==> src/rtl/decode_ctrl_pkg.sv <==
// Shared constants and types for the decode stage: instruction types, opcodes,
// the buffered entry layout and the opcode classifier.
package decode_ctrl_pkg;

  localparam logic [4:0] INST_NONE = 5'd0;
  localparam logic [4:0] INST_R    = 5'd1;
  localparam logic [4:0] INST_I    = 5'd2;
  localparam logic [4:0] INST_S    = 5'd3;
  localparam logic [4:0] INST_B    = 5'd4;
  localparam logic [4:0] INST_U    = 5'd5;
  localparam logic [4:0] INST_J    = 5'd6;

  localparam logic [6:0] OP_LUI    = 7'b0110111;
  localparam logic [6:0] OP_AUIPC  = 7'b0010111;
  localparam logic [6:0] OP_JAL    = 7'b1101111;
  localparam logic [6:0] OP_JALR   = 7'b1100111;
  localparam logic [6:0] OP_BRANCH = 7'b1100011;
  localparam logic [6:0] OP_LOAD   = 7'b0000011;
  localparam logic [6:0] OP_STORE  = 7'b0100011;
  localparam logic [6:0] OP_IMM    = 7'b0010011;
  localparam logic [6:0] OP_REG    = 7'b0110011;
  localparam logic [6:0] OP_FENCE  = 7'b0001111;
  localparam logic [6:0] OP_SYSTEM = 7'b1110011;

  typedef struct packed {
    logic [31:0] pc;
    logic [31:0] inst;
    logic [4:0]  inst_type;
    logic [31:0] imm;
    logic [4:0]  rd;
    logic [4:0]  rs1;
    logic [4:0]  rs2;
    logic        illegal;
  } entry_t;

  function automatic logic [4:0] classify(input logic [6:0] opcode);
    logic [4:0] t;
    case (opcode)
      OP_REG:                                          t = INST_R;
      OP_IMM, OP_LOAD, OP_JALR, OP_FENCE, OP_SYSTEM:   t = INST_I;
      OP_STORE:                                        t = INST_S;
      OP_BRANCH:                                       t = INST_B;
      OP_LUI, OP_AUIPC:                                t = INST_U;
      OP_JAL:                                          t = INST_J;
      default:                                         t = INST_NONE;
    endcase
    return t;
  endfunction

  // funct3 001 (SLLI) and 101 (SRLI/SRAI) share funct3[1:0] == 01
  function automatic logic is_shift_imm(input logic [6:0] opcode,
                                        input logic [1:0] funct3_lo);
    return (opcode == OP_IMM) && (funct3_lo == 2'b01);
  endfunction

endpackage

==> src/rtl/decode_ctrl_sext.sv <==
// Immediate generator: imm_in is inst[31:7]. U returns the raw 20-bit field
// sign-extended (no <<12); B/J return byte offsets with the implicit zero LSB.
module sext
  import decode_ctrl_pkg::*;
(
  input  logic [24:0] imm_in,
  input  logic [4:0]  inst_type,
  input  logic        shift_imm,
  output logic [31:0] imm_out
);

  // Bit k of the instruction lives at imm_in[k-7].
  always_comb begin
    imm_out = '0;
    case (inst_type)
      INST_I: begin
        if (shift_imm) begin
          imm_out = {27'd0, imm_in[17:13]};
        end else begin
          imm_out = {{20{imm_in[24]}}, imm_in[24:13]};
        end
      end
      INST_S: imm_out = {{20{imm_in[24]}}, imm_in[24:18], imm_in[4:0]};
      INST_B: imm_out = {{19{imm_in[24]}}, imm_in[24], imm_in[0],
                         imm_in[23:18], imm_in[4:1], 1'b0};
      INST_U: imm_out = {{12{imm_in[24]}}, imm_in[24:5]};
      INST_J: imm_out = {{11{imm_in[24]}}, imm_in[24], imm_in[12:5],
                         imm_in[13], imm_in[23:14], 1'b0};
      default: imm_out = '0;
    endcase
  end

endmodule

==> src/rtl/decode_ctrl.sv <==
// Decode-stage controller: classifies fetched instructions, generates the
// immediate and presents decoded entries from a 2-entry skid buffer.
module decode_ctrl
  import decode_ctrl_pkg::*;
#(
  parameter int XLEN = 32
) (
  input  logic            clk,
  input  logic            rst_n,
  input  logic            in_valid,
  output logic            in_ready,
  input  logic [XLEN-1:0] in_pc,
  input  logic [XLEN-1:0] in_inst,
  input  logic            flush,
  output logic            out_valid,
  input  logic            out_ready,
  output logic [XLEN-1:0] out_pc,
  output logic [XLEN-1:0] out_inst,
  output logic [4:0]      out_inst_type,
  output logic [XLEN-1:0] out_imm,
  output logic [4:0]      out_rd,
  output logic [4:0]      out_rs1,
  output logic [4:0]      out_rs2,
  output logic            out_illegal
);

  logic [1:0]  count_q, count_d;
  entry_t      head_q, head_d;
  entry_t      tail_q, tail_d;
  entry_t      new_entry;
  logic [4:0]  dec_type;
  logic        dec_shift;
  logic [31:0] dec_imm;
  logic        push;
  logic        pop;

  assign dec_type  = classify(in_inst[6:0]);
  assign dec_shift = is_shift_imm(in_inst[6:0], in_inst[13:12]);

  sext u_sext (
    .imm_in    (in_inst[31:7]),
    .inst_type (dec_type),
    .shift_imm (dec_shift),
    .imm_out   (dec_imm)
  );

  always_comb begin
    new_entry           = '0;
    new_entry.pc        = in_pc;
    new_entry.inst      = in_inst;
    new_entry.inst_type = dec_type;
    new_entry.imm       = dec_imm;
    new_entry.rd        = in_inst[11:7];
    new_entry.rs1       = in_inst[19:15];
    new_entry.rs2       = in_inst[24:20];
    new_entry.illegal   = (dec_type == INST_NONE);
  end

  // Ready comes only from the registered count so fetch never sees a path from out_ready.
  assign in_ready  = (count_q < 2'd2);
  assign out_valid = (count_q != 2'd0);
  assign push      = in_valid && in_ready && !flush;
  assign pop       = out_valid && out_ready && !flush;

  always_comb begin
    count_d = count_q;
    head_d  = head_q;
    tail_d  = tail_q;
    if (flush) begin
      count_d = 2'd0;
    end else begin
      case ({push, pop})
        2'b10: begin
          if (count_q == 2'd0) begin
            head_d = new_entry;
          end else begin
            tail_d = new_entry;
          end
          count_d = count_q + 2'd1;
        end
        2'b01: begin
          if (count_q == 2'd2) begin
            head_d = tail_q;
          end
          count_d = count_q - 2'd1;
        end
        2'b11: begin
          if (count_q == 2'd1) begin
            head_d = new_entry;
          end else begin
            head_d = tail_q;
            tail_d = new_entry;
          end
        end
        default: ;
      endcase
    end
  end

  always_ff @(posedge clk or negedge rst_n) begin
    if (!rst_n) begin
      count_q <= 2'd0;
      head_q  <= '0;
      tail_q  <= '0;
    end else begin
      count_q <= count_d;
      head_q  <= head_d;
      tail_q  <= tail_d;
    end
  end

  assign out_pc        = head_q.pc;
  assign out_inst      = head_q.inst;
  assign out_inst_type = head_q.inst_type;
  assign out_imm       = head_q.imm;
  assign out_rd        = head_q.rd;
  assign out_rs1       = head_q.rs1;
  assign out_rs2       = head_q.rs2;
  assign out_illegal   = head_q.illegal;

endmodule

==> config.mk <==
export PLATFORM = sky130hd
export DESIGN_NAME = decode_ctrl
export DESIGN_NICKNAME = d
export VERILOG_FILES = /design/src/rtl/decode_ctrl_pkg.sv /design/src/rtl/decode_ctrl_sext.sv /design/src/rtl/decode_ctrl.sv
export SDC_FILE = /design/constraint.sdc
export NUM_CORES = 1
export LEC_CHECK = 0
export CORE_MARGIN = 5
export CORE_UTILIZATION = 40
export DETAILED_ROUTE_END_ITERATION = 10
export PLACE_DENSITY = 0.66
export SLEW_MARGIN = 20
export SYNTH_ARGS = -nofsm -noshare
export SYNTH_HDL_FRONTEND = slang
export SYNTH_SLANG_ARGS = --single-unit
==> constraint.sdc <==
create_clock -name clk -period 4.4 [get_ports clk]
set_input_delay 0.88 -clock clk [delete_from_list [all_inputs] [get_ports clk]]
set_output_delay 0.88 -clock clk [all_outputs]
set_load 0.01 [all_outputs]
* Word level (Yosys, flattened, before mapping)
Cells that the tools add are included.
Widths: inputs -> output; s select.
** Word-level totals
- Register bits after elaboration :: 236
- Input port bits :: 69
- Logic and storage cells :: 75
** Operators by class
- Add/sub/neg operators :: 2
- Order comparisons :: 1
- Eq/ne operators :: 26
- Mux-type cells :: 12
- Bitwise gates (word level) :: 1
- Reduce and logical (&&, ||, !) cells :: 16
** Operators by type and width (count)
- $mux 117 :: 5
- $pmux 117 s3 :: 1
- $pmux 117 s2 :: 1
- $pmux 32 s5 :: 1
- $mux 32 :: 1
- $eq 7x7->1 const B :: 4
- $eq 7x6->1 const B :: 3
- $pmux 3 s6 :: 1
- $eq 7x5->1 const B :: 2
- $eq 3x3->1 const B :: 3
- $ne 2x2->1 const B :: 4
- $reduce_and 4->1 :: 2
- $eq 7x2->1 const B :: 1
- $eq 7x4->1 const B :: 1
- $eq 2x1->1 const B :: 3
- $eq 2x2->1 const B :: 3
- $eq 3x2->1 const B :: 2
- $reduce_bool 3->1 :: 2
- $logic_and 1x1->1 :: 5
- $logic_not 5->1 :: 1
- $reduce_or 5->1 :: 1
- $pmux 2 s2 :: 1
- $reduce_bool 2->1 :: 2
- $add 2x1->2 const B :: 1
- other kinds (7) :: 7

* Logic depth before layout (Yosys ltp)
Gate-level depths: netlist (run 1).
- Depth after elaboration :: 7
- Depth in mapped cells :: 9
- Depth with buffers taken out :: 7

* Modules after synthesis
Synthesis (run 1) repeated with hierarchy kept, for this count alone.
** Second synthesis, totals
- Cells, all modules :: 805
- Area total of the unflattened synthesis :: 9360.2 µm²
** Modules (own cells, without submodules)
- decode_ctrl :: times used 1, cells an instance 730, area an instance 8769.7 µm², sequential area each 5054.8 µm²
- sext :: times used 1, cells an instance 75, area an instance 590.6 µm², sequential area each 0.0 µm²

* Least setup slack after synthesis (run 1)
OpenSTA, ideal clock, no wires.
- Path type :: input to register
- Start :: input in_inst[4]
- End :: register tail_q[34] in the netlist's numbering
- Setup time :: 0.082 ns
- Data arrival time :: 2.235 ns
- Required time :: 4.318 ns
- Path slack :: 2.083 ns
- Cell stages on the path :: 6
- Buffers on the path :: 2
- Cells stage by stage :: clkbuf_1 > a21boi_1 > a2111oi_4 > nand3b_4 > buf_6 > a31oi_2
** On the way
- Cells in the longest elaborated chain, start to end :: 7
- Elaborated cells between the ends (all ways) :: 25
- Those cells by class :: eq/ne (16); mux (6); reduce/logical (3)
** RTL lines
- from (decl) :: line decode_ctrl.sv:13 : input logic [XLEN-1:0] in_inst,
- $eq 7x5->1 (tied with other cells) :: line decode_ctrl_pkg.sv:38, decode_ctrl_pkg.sv:53
- $reduce_or 5->1 / $reduce_or 2->1 (equally long branches) :: line decode_ctrl_pkg.sv:38 : case (opcode)
- $pmux 3 s6 :: line decode_ctrl_pkg.sv:38
- $eq 3x3->1 / $eq 3x2->1 (equally long branches) :: line decode_ctrl_sext.sv:15 : case (inst_type)
- $pmux 32 s5 * :: line decode_ctrl_sext.sv:15
- $mux 117 (on tied branches) :: line decode_ctrl.sv:88, decode_ctrl.sv:74
- $pmux 117 s2 * :: line decode_ctrl.sv:72 : case ({push, pop})
- to (signal assigned) :: line decode_ctrl.sv:108 : tail_q <= tail_d;
- to (decl) :: line decode_ctrl.sv:29 : entry_t tail_q, tail_d;
Every way passes the cells marked *; elsewhere a longest branch is shown, timed or not. The select of a mux whose other input is x is not followed.
A chain may end at the register's enable or synchronous reset.

* Worst setup path after layout (run 1)
- Start :: input in_inst[6]
- End :: register tail_q[31] in the netlist's numbering
Same word-level chain as after synthesis.

==> results of run 1 <==
## logic make-up after synthesis
| kind of cell | Yosys count | synth area share (%) |
|---|---|---|
| flops | 180 | 54.8 |
| buf+inv | 95 | 6.27 |
| fa+ha+maj | 3 | 0.457 |
| simple gates | 334 | 16.4 |
| mux | 66 | 8.09 |
| other cells | 1 | 0.0456 |
| xor+xnor | 2 | 0.213 |
| compound gates | 183 | 13.7 |
## worst max-delay path, stage by stage
cell and delay, ns:
clkdlybuf4s50_1 0.80, nand2b_1 0.23, a21boi_1 0.12, a2111oi_4 0.65, nand3b_4 0.32, a31oi_1 0.25
## area by class of cell
class	instances	area (µm²)
Sequential cell	180	4500
Clock inverter	14	123
Tap cell	270	338
Inverter	8	30.0
Multi-Input combinational cell	590	3240
Fill cell	1829	9550
Clock buffer	18	429
Timing Repair Buffer	198	2010
## where the power goes
group	total, mW	switching [mW]	internal (mW)
clock	1.44	0.699	0.744
combinational	2.57	1.22	1.34
sequential	2.84	0.435	2.40
## placed cells by master (no fill, tap or decap), types with 3 or more instances in the layout
cell type,n
nand2_1,282
clkdlybuf4s50_1,184
dfrtp_1,180
o21ai_0,68
mux2i_1,63
a31oi_1,31
nor2_1,26
o22ai_1,21
o21ai_1,18
clkbuf_16,17
a21oi_1,13
a22oi_1,9
buf_4,9
inv_1,8
nor2b_1,5
nand2b_1,4
nor3_1,4
a222oi_1,4
inv_6,4
ha_1,3
clkinvlp_4,3
clkinv_4,3
inv_8,3
buf_12,3
## final timing paths
check | start | depth (start not counted) | end
setup / recovery | in_inst[6] | 6 | tail_q[31]$_DFFE_PN0P_
hold reg to reg | tail_q[114]$_DFFE_PN0P_ | 2 | tail_q[114]$_DFFE_PN0P_
hold / removal | rst_n | 1 | out_inst[19]$_DFFE_PN0P_
min in group clk | tail_q[114]$_DFFE_PN0P_ | 2 | tail_q[114]$_DFFE_PN0P_
setup reg to reg | count_q[1]$_DFFE_PN0P_ | 8 | out_imm[16]$_DFFE_PN0P_
max in group asynchronous | rst_n | 2 | out_pc[5]$_DFFE_PN0P_
## sequential cells by signal (all words and copies together) (netlist names)
name,cells
count_q,2
out_illegal,1
out_imm,21
out_inst,32
out_inst_type,3
out_pc,32
tail_q,89
## metal layers
| metal | track usage [%] | routed length (µm) | vias to the layer above |
|---|---|---|---|
| li1 | - | - | 3153 |
| met1 | 24.2 | 9420 | 3079 |
| met2 | 28.7 | 10000 | 205 |
| met3 | 4.78 | 1560 | 16 |
| met4 | 4.54 | 204 | 0 |
| met5 | 0 | 0 | - |
## through the flow
step / setup WS (ns) / cells / hold slack [ns]
3_5_place_dp: 1.05 / 1245 / 0.462
2_1_floorplan: 2.08 / 865 / 0.445
3_3_place_gp: 1.11 / 1245 / 0.456
6_report: 1.47 / 1278 / 0.321
4_1_cts: 1.51 / 1277 / 0.480
5_1_grt: 1.35 / 1278 / 0.315
==> impl_metrics.toml, run 1 <==
[power_and_ir_drop]
cellLeakagePower_nw = 4.87
ir_worst_vdd_mv = 0.359
power_mw = 6.85
power.density_nw_per_um2 = 641

[synth]
synth_common_cells = "nand2_1, dfrtp_1, o21ai_0, mux2i_1, clkbuf_1"
synth-edff-count = 0
synthTopCellsByArea = "dfrtp_1, nand2_1, mux2i_1, o21ai_0, buf_4"
async_reset_ff_share_pct = 100
synth_area_per_cell_um2 = 9.51
synth_top_area_share_pct = 54.8
yosys_warnings = 0
synth_top_cell_by_area = "dfrtp_1"
syn_area_um2 = 8220
synth_most_common_cell = "nand2_1"
synth.distinct_cells = 47
yosysSeqAreaShare_pct = 54.8
synthCells = 864
ys_ff_latch = 180
synthFlopType = "dfrtp_1"

[worst_setup_path]
cp_max_fo = 16
crit_path_end_kind = "register"
critPathLaunchType = "input port"
r2r_setup_slack_ns = 1.78
required_ns = 4.74
path_class = "input port to register"
critical_path_arrival_ns = 3.27

[clocking]
cts-htree-levels = 4
cts_root_buf = "clkbuf_16"
cts.repair.resized = 0
cts_hold_buf = 0
cts_tree = "yes"
cts_buffer_depth = 2
clock-sinks = 180
cts_buffers = 17
clock_latency_ns = 0.42
cts_setup_buffers = 0
clkTransAtPathRegs_ns = 0.07

[global_route]
track_usage_pct = 17.9
grt_max_degree = 133
grt_pass1_wl_mm = 34.3
grt_overflow = 0
antenna_found_initial = 0
grt_pass1_vias = 6267

[timing]
fin_crit_ns = 2.93
hold_viol = 0
rsz0062_at_grt = "false"
setup_violations = 0
tightest_slew_ns = 0.781
relSlewSlack_pct = 48.0
slew_viol_final = 0
fin_crit_sh_pct = 66.6
tns_ns = 0
max_freq_ghz = 0.341
clock_skew_ns = 0.00804

[placement]
port_buffers = 185
placed_cell_area_um2 = 10100
gp_congestion = 0.824
dp_hpwl_mm = 14.2

[floorplanning]
core_um2 = 20200
dieHeight_um = 153
start_util_pct = 40.6
dieArea_um2 = 23500
rows = 52
io_pins = 188
die_w_um = 153

[final_layout]
diodes = 0
nNetsFinal = 1067
drive_above_1_share_pct = 5.95
design_area_um2 = 10700
areaGrowthSynthToFinish_pct = 30.0
final_util_pct = 52.8

[drt]
drcViolationCount = 0
routed_via_density = 5.05
drtAntennaViolNets = 0
vias = 6453
firstDrtPassIters = 5
drt_iter0_markers = 446
wire_per_inst_um = 16.6
wl_mm = 21.2

[run_status]
status = "finished, final reports clean"

[flow_run]
drv_cap = 0

[min_path]
min_path_type = "input port to asynchronous set/reset pin"
(Power assumes the default switching activity.)
==> inputs of run 2 (changes only) <==
- clock period: 4.4 -> 2.76 ns (I/O delays scaled with it)
==> run 2 against run 1 <==
Net effect: critical path depth fell by 2; cell count rose by 1.1%; wire length rose by 1.1%; worst hold slack got worse by 0.27 ns; die area did not move; clock skew fell by 0.00075 ns; highest routed layer unchanged.
==> impl_metrics.toml, run 2 (synthesis gave the netlist of run 1 again) <==
[drt]
drtAntennaViolNets = 0
drt_iter0_markers = 438
drcViolationCount = 0
wire_per_inst_um = 16.6
routed_via_density = 5.05
firstDrtPassIters = 7
vias = 6520
wl_mm = 21.4

[final_layout]
areaGrowthSynthToFinish_pct = 32.4
fillCellCount = 1816
drive_above_1_share_pct = 7.34
final_common_cell = "nand2_1"
nNetsFinal = 1083
diodes = 0
largest_reg_flops = 89
top_register = "tail_q"
final_cell_mix = "nand2_1, clkdlybuf4s50_1, dfrtp_1"

[global_route]
antenna_found_initial = 0
track_usage_pct = 18.5
grt_max_degree = 74
grt_overflow = 0
grt_pass1_wl_mm = 35.1
grt_pass1_vias = 6575

[placement]
dp_hpwl_mm = 14.8
dp_slack_ns = -0.0146
port_buffers = 185
gp_congestion = 0.800

[run_status]
status = "finished, final reports clean"

[worst_setup_path]
required_ns = 2.21
slowest_delay_ns = 0.50
r2r_cells = 7
r2r-start = "count_q[1]$_DFFE_PN0P_"
cpMostUsedCell = "inv_1"
r2r-end = "out_inst[18]$_DFFE_PN0P_"
critical_path_arrival_ns = 1.85
cp_max_fo = 7
crit_path_end_kind = "output pin"
path_class = "register to output pin"
worstPathCellList = "inv_1 > ha_1 > inv_1 > clkdlybuf4s50_1"
critPathLaunchType = "register"
cp_slowest_cell = "clkdlybuf4s50_1"
r2r_setup_slack_ns = 0.55

[clocking]
cts_buffers = 17
clock-sinks = 180
cts_buffer_depth = 2
cts.repair.resized = 0
cts_tree = "yes"
cts-htree-levels = 4
clkTransAtPathRegs_ns = 0.06
cts_hold_buf = 0
cts_root_buf = "clkbuf_16"
clock_latency_ns = 0.43
cts_setup_buffers = 0

[timing]
slew_viol_final = 0
rsz0062_at_grt = "false"
clock_skew_ns = 0.00729
setup_slack_ns = 0.356
hold_viol = 0
max_freq_ghz = 0.416
tns_ns = 0
fin_crit_ns = 2.40
fin_crit_sh_pct = 87.1
setup_violations = 0

[floorplanning]
start_util_pct = 40.6
io_pins = 188
dieHeight_um = 153
core_um2 = 20200
die_w_um = 153
rows = 52
dieArea_um2 = 23500

[min_path]
min_path_type = "input port to asynchronous set/reset pin"

[power_and_ir_drop]
power.density_nw_per_um2 = 1020
ir_worst_vdd_mv = 0.440
power_mw = 11.1
cellLeakagePower_nw = 4.98

[flow_run]
drv_cap = 0
[run 2: cell types whose count changed in the layout (fill, tap and decap cells not counted), moves of 2 or more]
| cell | before | now |
|---|---|---|
| buf_4 | 9 | 21 |
| buf_12 | 3 | 8 |
| clkbuf_8 | 0 | 4 |
| clkinv_4 | 3 | 0 |
| bufinv_16 | 0 | 2 |
| inv_6 | 4 | 2 |
| inv_8 | 3 | 1 |
[run 2: worst max-delay path by stage]
stage	from	to	slack, ns	cells past startpoint
detailed placement	in_inst[6]	tail_q[30]$_DFFE_PN0P_	-0.01	6
global placement	in_inst[6]	tail_q[30]$_DFFE_PN0P_	0.07	6
finish	count_q[1]$_DFFE_PN0P_	out_valid	0.36	4
global route	count_q[1]$_DFFE_PN0P_	out_valid	0.20	4
CTS	count_q[1]$_DFFE_PN0P_	out_valid	0.31	4
floorplan	count_q[1]$_DFFE_PN0P_	out_imm[14]$_DFFE_PN0P_	0.67	8
[run 2: per-stage QoR]
step           hold WS, ns  instances  instance area [µm²]  utilization [%]
2_1_floorplan        0.256        865                 8220                -
3_3_place_gp         0.456       1262                10300             50.9
3_5_place_dp         0.461       1262                10300             50.9
4_1_cts             0.0515       1292                10900             53.8
5_1_grt             0.0655       1292                10900             53.8
6_report            0.0549       1292                10900             53.8
[run 2: layout make-up]
cell class,count,area [µm²],area share [%]
multi-input cells,590,3240,29.8
well taps,270,338,3.10
repair buffers,214,2170,20.0
clock inverters,10,124,1.14
clock buffers,20,467,4.29
inverters,8,30.0,0.276
flip-flops and latches,180,4500,41.4
[run 2: power by group]
group          switching [mW]  total (mW)  internal [mW]
Combinational            1.96        4.16           2.19
Clock                    1.02        2.43           1.41
Sequential              0.694        4.53           3.83
[run 2: per-layer routing]
metal	part of all wire, %	wire length [µm]	up-vias	track usage, %
met2	47	9990	181	29.6
met5	0	0	-	0
met3	7.0	1500	24	5.37
met1	45	9650	3132	24.6
li1	-	-	3183	-
met4	1.4	300	0	5.13
[run 2: worst max-delay path: cells and delay by family (launching register included)]
| family | cells | cell delay [ns] |
|---|---|---|
| fa+ha+maj | 1 | 0.32 |
| buf+inv | 3 | 0.70 |
| flops | 1 | 0.41 |
==> inputs of run 3 (changes only) <==
- CORE_UTILIZATION: 40 -> 46
- PLACE_DENSITY: 0.66 -> 0.77
- clock period: 2.76 -> 2.2 ns (I/O delays scaled with it)
==> run 3 against run 2 <==
Net effect: combinational power up 29%; via count up 4.0%; worst hold slack worse by 0.047 ns; clock skew down 0.00072 ns; largest cell class unchanged; wire length down 0.72%; critical path type unchanged.
==> impl_metrics.toml, run 3 (synthesis gave the netlist of run 1 again) <==
[global_route]
track_usage_pct = 21.1
grt_pass1_wl_mm = 34.7
grt_pass1_vias = 6777
grt_max_degree = 64
grt_overflow = 0
antenna_found_initial = 0

[timing]
tns_ns = 0
clock_skew_ns = 0.00656
fin_crit_sh_pct = 93.8
tightest_slew_ns = 0.518
relSlewSlack_pct = 65.4
hold_viol = 0
slew_viol_final = 0
rsz0062_at_grt = "false"
max_freq_ghz = 0.484
setup_violations = 0
finalHoldWorstSlack_ns = 0.00743
fin_crit_ns = 2.06

[final_layout]
final_cell_mix = "nand2_1, clkdlybuf4s50_1, dfrtp_1"
areaGrowthSynthToFinish_pct = 35.6
final_util_pct = 64.0
top_register = "tail_q"
fin_cells = 1284
drive_above_1_share_pct = 10.3
design_area_um2 = 11100
final_common_cell = "nand2_1"
diodes = 0
nNetsFinal = 1119
largest_reg_flops = 89

[clocking]
clock_latency_ns = 0.42
clock-sinks = 180
cts_buffers = 17
clkTransAtPathRegs_ns = 0.07
cts_root_buf = "clkbuf_16"
cts-htree-levels = 4
cts_tree = "yes"
cts_buffer_depth = 2

[worst_setup_path]
critPathLaunchType = "register"
required_ns = 1.76
r2r_cells = 8
crit_path_end_kind = "output pin"
path_class = "register to output pin"
r2r-end = "out_inst[13]$_DFFE_PN0P_"
r2r-start = "count_q[0]$_DFFE_PN0P_"
r2r_setup_slack_ns = 0.15
cp_max_fo = 4
critical_path_arrival_ns = 1.62

[power_and_ir_drop]
cellLeakagePower_nw = 5.19
ir_worst_vdd_mv = 0.642
power.density_nw_per_um2 = 1260

[flow_run]
drv_cap = 0

[floorplanning]
io_pins = 188
dieArea_um2 = 20600
core_um2 = 17400
dieHeight_um = 144
die_w_um = 144
start_util_pct = 47.2
rows = 48

[drt]
vias = 6783
drt_iter0_markers = 421
wire_per_inst_um = 16.6
firstDrtPassIters = 7
routed_via_density = 5.28
wl_mm = 21.3
drtAntennaViolNets = 0
drcViolationCount = 0

[placement]
dp_hpwl_mm = 15.2
placed_cell_area_um2 = 10600
port_buffers = 185
dp.cells = 1252
gp_congestion = 0.869

[run_status]
status = "finished, final reports clean"

[min_path]
min_path_type = "input port to asynchronous set/reset pin"
-- run 3: changes by cell type in the layout (fill, tap and decap cells not counted), moves of 2 or more --
| cell | change |
|---|---|
| buf_4 | +31 |
| buf_12 | +5 |
| clkbuf_1 | +3 |
| clkinvlp_4 | -3 |
| clkdlybuf4s50_1 | -2 |
| clkinv_2 | +2 |
-- run 3: layout make-up --
type	count	area (µm²)
multi-input combinational	590	3240
timing repair buffer	250	2510
tap	225	282
sequential	180	4500
clock inverter	8	100
inverter	8	30.0
fill	1441	6270
clock buffer	23	478
-- run 3: metal layers --
layer | vias to the layer above | track usage, % | wire, µm
met4 | 0 | 5.40 | 256
li1 | 3261 | - | -
met3 | 19 | 5.56 | 1580
met5 | - | 0 | 0
met2 | 220 | 34.7 | 10300
met1 | 3283 | 28.1 | 9170
-- run 3: worst max-delay path by stage --
stage | start | end | slack, ns | cells past startpoint
2_1_floorplan | count_q[1]$_DFFE_PN0P_ | out_imm[14]$_DFFE_PN0P_ | 0.11 | 8
3_3_place_gp | in_inst[6] | tail_q[32]$_DFFE_PN0P_ | -0.19 | 7
3_5_place_dp | in_inst[2] | tail_q[18]$_DFFE_PN0P_ | -0.25 | 7
4_1_cts | count_q[0]$_DFFE_PN0P_ | out_valid | 0.13 | 5
5_1_grt | in_inst[5] | out_imm[30]$_DFFE_PN0P_ | 0.02 | 7
6_report | count_q[0]$_DFFE_PN0P_ | out_valid | 0.14 | 5
-- run 3: per-stage QoR --
stage | total power [mW] | setup WS (ns)
5_1_grt | 15.0 | 0.0234
6_report | 14.0 | 0.135
3_5_place_dp | 11.1 | -0.248
2_1_floorplan | 8.32 | 0.113
4_1_cts | 14.2 | 0.126
3_3_place_gp | 10.9 | -0.192
-- run 3: where the power goes --
| group | total (mW) | switching, mW | internal, mW |
|---|---|---|---|
| sequential | 5.68 | 0.874 | 4.81 |
| clock | 2.99 | 1.23 | 1.76 |
| combinational | 5.37 | 2.51 | 2.86 |
-- run 3: worst max-delay path, stage by stage (launching register included) --
cell and delay (ns):
dfrtp_1 0.39, inv_1 0.12, ha_1 0.22, buf_4 0.16, inv_1 0.04, dlygate4sd2_1 0.29
-- run 3: timing repair --
| item | in CTS | in global routing |
|---|---|---|
| resized for setup | 1 | 1 |
| cloned | 0 | 0 |
| pin swaps | 0 | 1 |
| endpoints found under the setup margin | 1 | 1 |
| buffers inserted | 1 | 0 |
| hold buffers | 0 | 0 |
